## src/rtl/regfile8x16.sv

```systemverilog
`default_nettype none
// ============================================================================
//  Module   : regfile8x16
//  Brief    : 8x16 register file, 2 combinational reads, 1 sync write, with a
//             per-register pending-write scoreboard. R0 reads as zero.
//             Optional macro REGFILE_BYPASS_EN enables write-through forwarding.
//  Revision : 1.0  initial release
// ============================================================================
module regfile8x16 #(
   parameter int DATA_W = 16,
   parameter int ADDR_W = 3
) (
   input  logic              clk,
   input  logic              rst_n,
   input  logic [ADDR_W-1:0] rd_addr_a,
   output logic [DATA_W-1:0] rd_data_a,
   input  logic [ADDR_W-1:0] rd_addr_b,
   output logic [DATA_W-1:0] rd_data_b,
   input  logic              wr_en,
   input  logic [ADDR_W-1:0] wr_addr,
   input  logic [DATA_W-1:0] wr_data,
   input  logic              busy_set,
   input  logic [ADDR_W-1:0] busy_addr,
   output logic              busy_a,
   output logic              busy_b,
   output logic              stall
);

   localparam int NREG = 1 << ADDR_W;

   logic [DATA_W-1:0] regs_q [NREG];
   logic [NREG-1:0]   pend_q;
   logic [NREG-1:0]   pend_d;
   logic              w_wr_ok;

   assign w_wr_ok = wr_en && (wr_addr != '0);

   // Set beats clear on the same address: a new producer was just issued.
   always_comb begin
      pend_d = pend_q;
      for (int i = 1; i < NREG; i++) begin
         if (busy_set && (busy_addr == ADDR_W'(i))) begin
            pend_d[i] = 1'b1;
         end else if (wr_en && (wr_addr == ADDR_W'(i))) begin
            pend_d[i] = 1'b0;
         end
      end
      pend_d[0] = 1'b0;
   end

   always_ff @(posedge clk or negedge rst_n) begin
      if (!rst_n) begin
         for (int i = 0; i < NREG; i++) begin
            regs_q[i] <= '0;
         end
         pend_q <= '0;
      end else begin
         if (w_wr_ok) begin
            regs_q[wr_addr] <= wr_data;
         end
         pend_q <= pend_d;
      end
   end

   logic [DATA_W-1:0] w_stored_a;
   logic [DATA_W-1:0] w_stored_b;
   logic              w_pend_a;
   logic              w_pend_b;

   assign w_stored_a = (rd_addr_a == '0) ? '0 : regs_q[rd_addr_a];
   assign w_stored_b = (rd_addr_b == '0) ? '0 : regs_q[rd_addr_b];
   assign w_pend_a   = pend_q[rd_addr_a];
   assign w_pend_b   = pend_q[rd_addr_b];

`ifdef REGFILE_BYPASS_EN
   logic w_byp_a;
   logic w_byp_b;

   assign w_byp_a   = w_wr_ok && (wr_addr == rd_addr_a);
   assign w_byp_b   = w_wr_ok && (wr_addr == rd_addr_b);
   assign rd_data_a = w_byp_a ? wr_data : w_stored_a;
   assign rd_data_b = w_byp_b ? wr_data : w_stored_b;
   assign busy_a    = w_pend_a && !w_byp_a;
   assign busy_b    = w_pend_b && !w_byp_b;
`else
   assign rd_data_a = w_stored_a;
   assign rd_data_b = w_stored_b;
   assign busy_a    = w_pend_a;
   assign busy_b    = w_pend_b;
`endif

   assign stall = busy_a | busy_b;

endmodule
`default_nettype wire

```

## config.mk

```make
export PLATFORM = sky130hd
export DESIGN_NAME = regfile8x16
export DESIGN_NICKNAME = d
export VERILOG_FILES = /design/src/rtl/regfile8x16.sv
export SDC_FILE = /design/constraint.sdc
export NUM_CORES = 1
export LEC_CHECK = 0
export CAP_MARGIN = 15
export CORE_MARGIN = 5
export CORE_UTILIZATION = 52
export CTS_CLUSTER_DIAMETER = 50
export CTS_CLUSTER_SIZE = 30
export DETAILED_ROUTE_END_ITERATION = 7
export PLACE_DENSITY = 0.8
export REMOVE_ABC_BUFFERS = 1
export SYNTH_ARGS = -nofsm -noshare
export SYNTH_HDL_FRONTEND = slang
export SYNTH_SLANG_ARGS = --single-unit
```

## constraint.sdc

```tcl
create_clock -name clk -period 1.9 [get_ports clk]
set_input_delay 0.285 -clock clk [delete_from_list [all_inputs] [get_ports clk]]
set_output_delay 0.285 -clock clk [all_outputs]
set_load 0.02 [all_outputs]
```

==> reports/metrics.yaml <==
io_pins: 67
failed_checks: "negative setup slack"
synth_area_leaders: "dfrtp_1, mux2_2, mux4_2"
cts_buffers: 17
synth_area_um2: 6696
synth_cells: 479
synth.distinct_cells: 33
cts_htree_levels: 4
nFillCells: 839
track_usage_pct: 24.03
drcViolationCount: 0
grt-busiest-layer: "met2"
grt_max_degree: 37
crit_chain: "mux2_2, a221oi_2, o22ai_1, buf_4"
maxSlewHeadroom_pct: 68.41
setup_viol_count_final: 3
num_rows: 41
slew_violations: 0
crit_type: "register to primary output"
crit_start: "pend_q[6]$_DFFE_PN0P_"
cts.path.max_buffers: 2
drive_gt1_share_pct: 64.83
grt_overflow_total: 0
startpoint_type: "register"
grtUsageMet3_pct: 5.398
timing.critical_path.depth: 4
die_x_um: 123.5
path_clk_slew_ns: 0.05
root_buffer: "clkbuf_16"
multi_input_area_um2: 3556
gr-usage-met1_pct: 30.29
fin_crit_sh_pct: 101.5
critPathCapture: "stall"
drt-pass1-iter-count: 5
status: "finished with violations"
cp.arrival_ns: 1.64
path_buf_inv: 1
finalHoldViolations: 0
path_delay_family: "flip-flops"
dp_hpwl_mm: 11.29
wl_per_cell_um: 22.13
rsz0062_at_grt: "yes"
initial_core_util_pct: 53.06
rr_startpoint: "regs_q[7]$_DFFE_PN0P_"
place_area_um2: 7944
clk_latency_ns: 0.42
ys_seq_area_share_pct: 44.47
viasPerCell: 5.989
maxCapViolCount: 0
cp-end-kind: "primary output"
cts_tree: "done"
p_per_area_nw_per_um2: 1092
grt_antenna_before_repair: 0
yosys_warnings: 0
worstReg2RegEnd: "regs_q[7]$_DFFE_PN0P_"
fin_worst_skew_ns: 0
grt_pass1_vias: 5083
synth_top_cell_by_area: "dfrtp_1"
netlist_top_cells_count: "dfrtp_1, mux2_2, mux2_4, mux4_2, nand2_1"
grt_pass1_wl_mm: 27.26
critPathMaxFanout: 3
cts.sinks: 119
final.setup.worst_slack_ns: -0.02911
die_h_um: 123.5
finalSetupTns_ns: -0.05769
ir_drop_v: 0.0006126
required_ns: 1.62
async_flop_share_pct: 100.0
regArea_um2: 2978
ys.flop_type: "dfrtp_1"
fin_hold_ws_ns: 0.3610
tightestPinTransition_ns: 0.4739
period_minus_slack_ns: 1.929
area_growth_pct: 33.15
power_uw: 9738
hold_path_class: "input pin to async pin"
crit_slowest_cell: "dfrtp_1"
design_area_um2: 8916
power.leakage_uw: 0.003903
postRouteWirelength_mm: 17.46
final_nets: 636
port_buffers: 66
dr_total_vias: 4725
synth_area_per_cell_um2: 13.98
r2r_setup_slack_ns: 0.83
slowest_delay_ns: 0.39
ant_nets: 0
synth_top_area_share_pct: 44.47
ys_seq_elements: 119
grt_use_met2_pct: 39.72
fmax_mhz: 518.4
drt-initial-drc-count: 295
antenna_cells: 0
core_area_um2: 12620
die_area_um2: 15250
reg2regPathDepth: 3
gp_congestion: 0.8346
synth_edf_count: 0
[how the worst min path moves through the flow]
| stage | start | endpoint | slack (ns) |
|---|---|---|---|
| detailed placement | rst_n | regs_q[22]$_DFFE_PN0P_ | 0.27 |
| finish | rst_n | regs_q[22]$_DFFE_PN0P_ | 0.36 |
| global placement | rst_n | regs_q[38]$_DFFE_PN0P_ | 0.26 |
| global route | rst_n | regs_q[38]$_DFFE_PN0P_ | 0.39 |
| CTS | rst_n | regs_q[22]$_DFFE_PN0P_ | 0.36 |
| floorplan | rst_n | pend_q[1]$_DFFE_PN0P_ | -0.01 |
[layout make-up]
cell class	instances	area share [%]
clock buffer	24	5.740
clock inverter	8	1.572
inverter	18	0.7578
multi-input combinational	302	39.88
sequential	119	33.40
tap	172	2.414
timing repair buffer	146	16.24
[metrics by stage]
stage,setup slack (ns),util (%),std cells
2_1_floorplan,0.08510,-,439
3_3_place_gp,-0.4238,62.95,742
3_5_place_dp,-0.4249,62.95,742
4_1_cts,-0.01896,67.67,780
5_1_grt,-0.1251,70.65,789
6_report,-0.02911,70.65,789
[sequential cells by signal (all words and copies together), names as in the netlist]
register,cells
regs_q,112
pend_q,7
[logic make-up (layout without fill, tap and decap cells)]
logic type	after synthesis	after routing	share of synthesized area, %
and+or+nand+nor	43	43	4.466
DFF	119	119	44.47
buffers and inverters	58	196	5.773
muxes	182	182	37.76
AOI/OAI and AO/OA	77	77	7.530
[cells in the final DEF (no fill, tap or decap), types with 4 or more instances in the layout]
| cell type | instances |
|---|---|
| nand2_2 | 11 |
| dfrtp_1 | 119 |
| a21oi_2 | 13 |
| mux2_2 | 117 |
| inv_1 | 4 |
| o21ai_1 | 5 |
| buf_4 | 74 |
| clkbuf_16 | 17 |
| nand2_1 | 13 |
| bufinv_16 | 4 |
| nand2b_1 | 5 |
| o22ai_1 | 5 |
| mux2_4 | 29 |
| inv_2 | 14 |
| o21ai_0 | 4 |
| clkbuf_8 | 6 |
| mux4_2 | 32 |
| a221oi_2 | 16 |
| buf_12 | 18 |
| buf_6 | 20 |
| clkdlybuf4s50_1 | 24 |
| clkinv_2 | 4 |
| a22oi_1 | 16 |
| buf_2 | 7 |
| nor2b_1 | 4 |
| o21ai_2 | 11 |
[routing by layer]
metal	vias to the layer above	share of wire [%]
met5	-	0
met4	0	2.0
met3	32	5.9
met2	147	52
met1	2478	40
li1	2068	-
[report_power, final]
group	leakage [uW]	switching, uW	internal [uW]
Clock	0.000326	1120	2390
Combinational	0.00215	1110	1570
Sequential	0.00143	447	3100
Total	0.00390	2680	7060
[repair_timing]
action,CTS,global route
setup buffers,5,9
resized for setup,185,97
endpoints found under the hold margin,30,0
pin swaps,6,16
hold buffers,1,0
endpoints found under the setup margin,35,35
Power figures use the tool's default switching activity.
